$ cat src/rtl/mem_bus_arbiter_pkg.sv
// Shared types for the processor-to-memory port arbiter.
// Covers bus command encodings, tag owner identities and tag-table entries.
package mem_bus_arbiter_pkg;

    localparam int unsigned XLEN                = 32;
    localparam int unsigned N_TAGS_DEF          = 16;
    localparam int unsigned MAX_OUTSTANDING_DEF = 8;
    localparam int unsigned STARVE_LIMIT_DEF    = 4;

    typedef enum logic [1:0] {
        BUS_NONE  = 2'h0,
        BUS_LOAD  = 2'h1,
        BUS_STORE = 2'h2
    } BUS_COMMAND;

    typedef enum logic [1:0] {
        OWN_IF = 2'd0,
        OWN_LD = 2'd1,
        OWN_ST = 2'd2
    } MEM_OWNER;

    typedef struct packed {
        logic     valid;
        MEM_OWNER owner;
        logic     squashed;
    } MEM_TAG_ENTRY;

endpackage

$ cat src/rtl/mem_bus_arbiter_table.sv
// Tag-indexed owner table: records who issued each in-flight tagged request.
// Provides alloc/free/squash updates, a read port and a valid-entry popcount.
import mem_bus_arbiter_pkg::*;

module mem_tag_table #(
    parameter int unsigned N_TAGS = N_TAGS_DEF,
    parameter int unsigned TAG_W  = $clog2(N_TAGS),
    parameter int unsigned CNT_W  = 4
) (
    input  logic               clock,
    input  logic               reset,
    input  logic               squash_ld,
    input  logic               free_en,
    input  logic [TAG_W-1:0]   free_tag,
    input  logic               alloc_en,
    input  logic [TAG_W-1:0]   alloc_tag,
    input  MEM_OWNER           alloc_owner,
    input  logic [TAG_W-1:0]   rd_tag,
    output MEM_TAG_ENTRY       rd_entry,
    output logic [CNT_W-1:0]   count
);

    MEM_TAG_ENTRY table_q [N_TAGS];

    // Later writes win: squash, then free, then alloc, so a same-cycle
    // return and reallocation of one tag ends with the new owner.
    always_ff @(posedge clock) begin
        if (reset) begin
            for (int unsigned i = 0; i < N_TAGS; i++) begin
                table_q[i] <= '0;
            end
        end else begin
            if (squash_ld) begin
                for (int unsigned i = 0; i < N_TAGS; i++) begin
                    if (table_q[i].valid && table_q[i].owner == OWN_LD) begin
                        table_q[i].squashed <= 1'b1;
                    end
                end
            end
            if (free_en) begin
                table_q[free_tag].valid    <= 1'b0;
                table_q[free_tag].squashed <= 1'b0;
            end
            if (alloc_en) begin
                table_q[alloc_tag].valid    <= 1'b1;
                table_q[alloc_tag].owner    <= alloc_owner;
                table_q[alloc_tag].squashed <= 1'b0;
            end
        end
    end

    always_comb begin
        rd_entry = table_q[rd_tag];
    end

    always_comb begin
        count = '0;
        for (int unsigned i = 0; i < N_TAGS; i++) begin
            count = count + CNT_W'(table_q[i].valid);
        end
    end

endmodule

$ cat src/rtl/mem_bus_arbiter.sv
// Arbitrates fetch, FU load and retire store onto the single memory port and
// routes returned tagged data back to the requester that owns the tag.
import mem_bus_arbiter_pkg::*;

module mem_bus_arbiter #(
    parameter int unsigned N_TAGS          = N_TAGS_DEF,
    parameter int unsigned MAX_OUTSTANDING = MAX_OUTSTANDING_DEF,
    parameter int unsigned STARVE_LIMIT    = STARVE_LIMIT_DEF
) (
    input  logic             clock,
    input  logic             reset,
    input  logic             flush,
    input  logic [1:0]       if_req_cmd,
    input  logic [XLEN-1:0]  if_req_addr,
    input  logic [1:0]       ld_req_cmd,
    input  logic [XLEN-1:0]  ld_req_addr,
    input  logic [1:0]       st_req_cmd,
    input  logic [XLEN-1:0]  st_req_addr,
    input  logic [63:0]      st_req_data,
    output logic             if_accept,
    output logic             ld_accept,
    output logic             st_accept,
    output logic             if_rsp_valid,
    output logic             ld_rsp_valid,
    output logic             st_rsp_valid,
    output logic [63:0]      rsp_data,
    output logic [1:0]       proc2mem_command,
    output logic [XLEN-1:0]  proc2mem_addr,
    output logic [63:0]      proc2mem_data,
    input  logic [3:0]       mem2proc_response,
    input  logic [3:0]       mem2proc_tag,
    input  logic [63:0]      mem2proc_data,
    output logic [3:0]       outstanding_cnt
);

    localparam int unsigned STARVE_W = $clog2(STARVE_LIMIT + 1);
    localparam logic [STARVE_W-1:0] STARVE_MAX = STARVE_W'(STARVE_LIMIT);
    localparam logic [3:0] MAX_OUT_C = 4'(MAX_OUTSTANDING);

    logic [STARVE_W-1:0] starve_cnt;
    logic                full;
    logic                if_req, if_elig, ld_elig, st_elig, st_is_store;
    logic                gnt_valid, accepted, alloc_en;
    MEM_OWNER            gnt_owner;
    MEM_TAG_ENTRY        rd_entry;
    logic                ret_hit;
    logic [3:0]          cnt;

    mem_tag_table #(
        .N_TAGS (N_TAGS),
        .TAG_W  (4),
        .CNT_W  (4)
    ) u_tag_table (
        .clock       (clock),
        .reset       (reset),
        .squash_ld   (flush),
        .free_en     (ret_hit),
        .free_tag    (mem2proc_tag),
        .alloc_en    (alloc_en),
        .alloc_tag   (mem2proc_response),
        .alloc_owner (gnt_owner),
        .rd_tag      (mem2proc_tag),
        .rd_entry    (rd_entry),
        .count       (cnt)
    );

    assign outstanding_cnt = cnt;

    always_comb begin
        full        = (cnt >= MAX_OUT_C);
        st_is_store = (st_req_cmd == BUS_STORE);
        if_req      = (if_req_cmd != BUS_NONE);
        if_elig     = if_req && !full;
        ld_elig     = (ld_req_cmd != BUS_NONE) && !full && !flush;
        st_elig     = (st_req_cmd != BUS_NONE) && (st_is_store || !full);
    end

    // Fetch overrides the ld > st > if order once it has waited long enough.
    always_comb begin
        gnt_valid = 1'b0;
        gnt_owner = OWN_IF;
        if (!reset) begin
            if (if_elig && starve_cnt == STARVE_MAX) begin
                gnt_valid = 1'b1;
                gnt_owner = OWN_IF;
            end else if (ld_elig) begin
                gnt_valid = 1'b1;
                gnt_owner = OWN_LD;
            end else if (st_elig) begin
                gnt_valid = 1'b1;
                gnt_owner = OWN_ST;
            end else if (if_elig) begin
                gnt_valid = 1'b1;
                gnt_owner = OWN_IF;
            end
        end
    end

    always_comb begin
        proc2mem_command = BUS_NONE;
        proc2mem_addr    = '0;
        proc2mem_data    = '0;
        if (gnt_valid) begin
            case (gnt_owner)
                OWN_IF: begin
                    proc2mem_command = if_req_cmd;
                    proc2mem_addr    = if_req_addr;
                end
                OWN_LD: begin
                    proc2mem_command = ld_req_cmd;
                    proc2mem_addr    = ld_req_addr;
                end
                default: begin
                    proc2mem_command = st_req_cmd;
                    proc2mem_addr    = st_req_addr;
                    proc2mem_data    = st_req_data;
                end
            endcase
        end
    end

    always_comb begin
        accepted  = gnt_valid && (mem2proc_response != '0);
        if_accept = accepted && (gnt_owner == OWN_IF);
        ld_accept = accepted && (gnt_owner == OWN_LD);
        st_accept = accepted && (gnt_owner == OWN_ST);
        alloc_en  = accepted && !(gnt_owner == OWN_ST && st_is_store);
    end

    // A load returning in the flush cycle is already dead, so it is dropped too.
    always_comb begin
        ret_hit      = !reset && (mem2proc_tag != '0) && rd_entry.valid;
        if_rsp_valid = ret_hit && !rd_entry.squashed && rd_entry.owner == OWN_IF;
        ld_rsp_valid = ret_hit && !rd_entry.squashed && rd_entry.owner == OWN_LD && !flush;
        st_rsp_valid = ret_hit && !rd_entry.squashed && rd_entry.owner == OWN_ST;
        rsp_data     = ret_hit ? mem2proc_data : '0;
    end

    always_ff @(posedge clock) begin
        if (reset) begin
            starve_cnt <= '0;
        end else if (!if_req || if_accept) begin
            starve_cnt <= '0;
        end else if (starve_cnt != STARVE_MAX) begin
            starve_cnt <= starve_cnt + 1'b1;
        end
    end

endmodule

$ cat config.mk
export PLATFORM = sky130hd
export DESIGN_NAME = mem_bus_arbiter
export DESIGN_NICKNAME = d
export VERILOG_FILES = /design/src/rtl/mem_bus_arbiter_pkg.sv /design/src/rtl/mem_bus_arbiter_table.sv /design/src/rtl/mem_bus_arbiter.sv
export SDC_FILE = /design/constraint.sdc
export NUM_CORES = 1
export LEC_CHECK = 0
export CORE_AREA = 2 2 163 165
export CTS_CLUSTER_DIAMETER = 100
export DETAILED_ROUTE_END_ITERATION = 6
export DIE_AREA = 0 0 165 167
export GPL_TIMING_DRIVEN = 0
export HOLD_SLACK_MARGIN = 0.08
export SYNTH_ARGS = -nofsm -noshare
export SYNTH_HDL_FRONTEND = slang
export SYNTH_SLANG_ARGS = --single-unit
$ cat constraint.sdc
create_clock -name clock -period 12.4 [get_ports clock]
set_clock_uncertainty 0.15 [all_clocks]
set_input_delay 1.86 -clock clock [delete_from_list [all_inputs] [get_ports clock]]
set_output_delay 1.86 -clock clock [all_outputs]
set_load 0.005 [all_outputs]
* Word level (Yosys, flattened, before mapping)
Memory sizes are Yosys's and may differ from the RTL's.
Index checks and enable logic that the tools add are counted.
** Operators by class
- Div/mod/pow operators :: 0
- Add/sub/neg operators :: 16
- Multiply operators :: 0
- Muxes and demuxes :: 104
- Shift-type cells :: 0
- Reductions and logical operators :: 51
- Eq/ne operators :: 23
- Bitwise gates (word level) :: 16
- $lt $le $gt $ge :: 1
** Operators by type and width (count)
- 2-to-1 mux 64 bit :: 3
- 2-to-1 mux 1 bit :: 93
- one-hot mux 32 bit (2 select lines) :: 1
- adder 4 x 1 -> 4 bit :: 14
- equality test 2 x 1 -> 1 bit (second input constant) :: 18
- logical AND 1 bit :: 34
- 2-to-1 mux 32 bit :: 1
- OR 1 bit :: 16
- 2-to-1 mux 2 bit :: 5
- nonzero test 4 bit :: 2
- equality test 2 bit (second input constant) :: 3
- logical NOT 1 bit :: 6
- nonzero test 2 bit :: 3
- >= comparator 4 bit (second input constant) :: 1
- logical NOT 2 bit :: 2
- one-hot mux 2 bit (2 select lines) :: 1
- OR reduction 2 bit :: 2
- adder 3 x 1 -> 3 bit (second input constant) :: 1
- equality test 3 bit (second input constant) :: 1
- != test 3 bit (second input constant) :: 1
- adder 1 x 1 -> 2 bit :: 1
- logical OR 1 bit :: 2
** Word-level totals
- Input bits :: 241
- Memories kept :: 1
- Flip-flop bits (word level) :: 3
- Memory bits (writable) :: 64
- Output and inout bits :: 172
- Latch bits :: 0
- ROM bits :: 0
** Memory list
- u_tag_table.table_q :: words 16, bits a word 4, rd ports 17, clocked after memory_dff 0, write ports 18, line mem_bus_arbiter_table.sv:23 : MEM_TAG_ENTRY table_q [N_TAGS];

* Depth between registers and ports, before layout
An unclocked memory read counts as a cell.
- Depth in word-level cells :: 31
- Depth in mapped cells :: 17

* Cells and area by module
A second synthesis with hierarchy kept.
** Second synthesis, totals
- Cell total of the unflattened synthesis :: 626
- Area total of the unflattened synthesis :: 5656.7 µm²
** Modules (own cells, without submodules)
- mem_tag_table :: sequential area each 1601.5 µm², area each 3535.9 µm², cells each 313, times used 1
- mem_bus_arbiter :: sequential area each 60.1 µm², area each 2120.8 µm², cells each 313, times used 1

* Least setup slack after synthesis
Ideal clock, no wire load.
- Kind :: reg-to-output
- From :: memory u_tag_table.table_q[1][3] in the netlist's numbering
- To :: output proc2mem_addr[10]
- Setup slack :: 6.068 ns
- Data required time :: 10.390 ns
- Data arrival time :: 4.322 ns
- Stages on the path, launching flop included :: 17
- Cells stage by stage :: dfxtp_1 -> ha_1 -> inv_1 -> fa_1 -> inv_1 -> fa_1 -> fa_1 -> inv_1 -> fa_1 -> fa_1 -> nand3b_4 -> a21oi_4 -> o31ai_4 -> or3_1 -> buf_6 -> buf_6 -> a21oi_1
** RTL lines
- start: declaration :: line mem_bus_arbiter_table.sv:23
- end: declaration :: line mem_bus_arbiter.sv:28 : output logic [XLEN-1:0] proc2mem_addr,

==> metrics.cfg <==
[timing]
finalMaxSlewViolations = 0
setup_viol = 0
finalHoldViolations = 0
hold-worst-slack_ps = 333.1
relSlewSlack_pct = 48.49
setup_ws_ps = 4562
timing.fmax_mhz = 127.6
min_period_over_period_pct = 63.21
setup_tns_ps = 0
layout_min_cycle_time_ps = 7838
worst_pin_slew_ps = 772.6
rsz0062_at_grt = no

[cts]
post_cts_buffers = 0
cts-resized-gates = 0
clockBufferDepth = 2
numCtsBuffers = 9
holdBufCountCts = 0
cts-root-buf = clkbuf_16
htreeDepth = 3
cts_tree = done
cts_sinks = 67
clkTransAtPathRegs_ps = 60
clk_latency_ps = 340

[die]
coreArea_mm2 = 0.02576
row_count = 59
die_w_um = 165
start_util_pct = 25.11
die_h_um = 167
die_area_mm2 = 0.02756
ioPinCount = 413

[place]
gp_congestion = 0.8644
port-buffer-count = 409
place_ws_ps = 4933
dpl.hpwl_mm = 24.53
place_area_mm2 = 0.01099

[drt]
drc = 0
vias_per_cell = 5.167
ant_nets = 0
wl_per_cell_um = 19.92
first_pass_iters = 6
drt_iter0_drc = 531
drt-total-wl_mm = 30.11
num_vias = 7808

[synthesis]
synth_top_family_by_area = compound AO/OA/AOI/OAI gates
synthAdderAreaFrac_pct = 4.449
synth_warnings = 0
yosysTopAreaCell = edfxtp_1
synthTopCellsByArea = edfxtp_1 (15%), and2_1 (13%), dfxtp_1 (11%)
yosys.area_share.simple_pct = 27.52
synth-seq-cells = 67
syn_avg_cell_area_um2 = 8.636
synth-xor-area-share_pct = 0.2708
yosysSeqAreaShare_pct = 25.69
synthCells = 749
netlist_area_mm2 = 0.006469
synth_ff_type = dfxtp_1
ys_async_sr_fraction_pct = 0
synth.mux.area_fraction_pct = 5.280
synth_top_cell_area_share_pct = 14.85
ys_types = 76
synth_edf_count = 32
synth_compound_area_share_pct = 29.56

[worst_setup_path]
critPathMaxFanout = 10
max_stage_delay_ps = 520
crit_arrival_ps = 5830
crit_path_end = proc2mem_addr[17]
startpoint_type = flop
crit_top_cell = fa_1
crit_type = flop to output pin
end_kind = output pin
crit_chain = ha_1 -> inv_1 -> fa_1 -> inv_1 -> fa_1 -> fa_1 -> inv_1 -> fa_1 -> fa_1 -> nand3b_4 -> a41o_1 -> a311oi_2 -> clkbuf_1 -> o41ai_1 -> a21oi_1 -> clkdlybuf4s50_1
crit_family = adder cells
crit_path_start = u_tag_table.table_q[1][3]
rr_worst_depth = 15
rrSetupSlack_ps = 7180
crit_slowest_cell = a311oi_2
reg2reg_from = u_tag_table.table_q[1][3]
r2r-end = u_tag_table.table_q[14][2]
path_buf_inv = 5
required_ps = 10390
critical_path_depth = 16

[final_layout]
finalNetCount = 1428
stdcell_area_mm2 = 0.01130
area_growth_syn_to_layout_pct = 74.72
nFillCells = 2574
drive_above_1_share_pct = 9.702

[pwr]
p_int_mw = 0.5695
cellPowerDensity_mw_per_mm2 = 69.21
pwr-share-comb_pct = 34.7
p_sw_mw = 0.2128
clkPwrFrac_pct = 34.1
ir_drop_uv = 73.40
sw_frac_of_total_pct = 27.20
power_frac_seq_pct = 31.2
p_leak_nw = 4.184

[global_route]
grt_overflow = 0
grt.total_usage_pct = 20.86
grt_pass1_vias = 7776
grt_max_degree = 13
antenna_found_initial = 1
grt_pass1_wl_mm = 44.36

[outcome]
outcome = finished clean

[min_path]
min-delay-start = u_tag_table.table_q[13][3]
hp-class = flop to flop
hold-path-cell-count = 1

[flow_run]
max_cap_viol_count = 0

-- layer usage --
metal  vias to the layer above  track usage [%]  part of all wire (%)
li1                       3695                -                     -
met1                      3670            25.06                    40
met2                       402            36.85                    49
met3                        41            4.259                   8.4
met4                         0            6.692                   2.5
met5                         -                0                     0
-- how the worst min path moves through the flow --
stage,slack (ps),endpoint
global placement,310,u_tag_table.table_q[0][0]
floorplan,290,u_tag_table.table_q[0][0]
finish,330,u_tag_table.table_q[13][3]
detailed placement,320,u_tag_table.table_q[13][3]
CTS,340,u_tag_table.table_q[13][3]
global route,380,u_tag_table.table_q[13][3]
-- registers in the layout, summed over array words and instances (netlist names) --
signal               cells
u_tag_table.table_q     64
starve_cnt               3
-- metrics by stage --
| step | instances | util, % | power (mW) |
|---|---|---|---|
| after floorplan | 750 | - | 0.3471 |
| after global placement | 1494 | 42.64 | 0.5189 |
| after detailed placement | 1494 | 42.64 | 0.5190 |
| after CTS | 1510 | 43.86 | 0.7858 |
| after global routing | 1511 | 43.87 | 0.8147 |
| final | 1511 | 43.87 | 0.7822 |
-- cell usage in the layout, fill, tap and decap left out, types with 7 or more instances in the layout --
cell type,n
nand2_1,29
ha_1,7
fa_1,10
a21oi_1,47
and4b_1,10
or2_2,7
nor2_1,23
o41ai_1,32
nor2b_1,10
nor3_1,21
a31o_2,32
nand3_1,8
o21ai_0,20
nand2b_1,7
dfxtp_1,35
mux4_2,11
a222oi_1,32
nor3_2,10
buf_2,10
inv_1,27
and2_1,132
clkdlybuf4s50_1,409
or3_1,7
clkbuf_1,56
a21boi_0,32
edfxtp_1,32
clkbuf_16,10
-- Yosys cell counts (all sizes together), types with 11 or more instances --
cell type,number
buf,19
clkbuf,59
inv,28
and2,132
o41ai,32
nand2,29
o21ai,25
edfxtp,32
a222oi,32
a21boi,32
dfxtp,35
nor2,23
a21oi,50
mux4,11
nor3,32
a31o,32
-- logic make-up after synthesis --
kind of cell               count (synthesis)
buffers and inverters                    106
adders and majority gates                 17
xor gates and xnor gates                   2
DFF                                       67
muxes                                     20
AOI/OAI and AO/OA                        247
other                                      1
and+or+nand+nor                          289
-- power by group through the flow --
| stage | combinational [mW] | sequential (mW) | clock, mW |
|---|---|---|---|
| floorplan | 0.102 | 0.246 | 0 |
| global placement | 0.270 | 0.249 | 0 |
| detailed placement | 0.270 | 0.249 | 0 |
| CTS | 0.273 | 0.244 | 0.269 |
| global route | 0.292 | 0.245 | 0.278 |
| finish | 0.271 | 0.244 | 0.267 |
-- area by class of cell --
| class | instances | area (µm²) | area share, % |
|---|---|---|---|
| multi-input cells | 577 | 4347 | 38.46 |
| repair buffers | 409 | 4094 | 36.22 |
| flip-flops and latches | 67 | 1662 | 14.70 |
| well taps | 335 | 419.2 | 3.709 |
| plain buffers | 78 | 359.1 | 3.177 |
| clock buffers | 11 | 254.0 | 2.247 |
| inverters | 28 | 105.1 | 0.9299 |
| clock inverters | 5 | 60.06 | 0.5314 |
| diodes | 1 | 2.502 | 0.02214 |
Power figures use the tool's default switching activity.
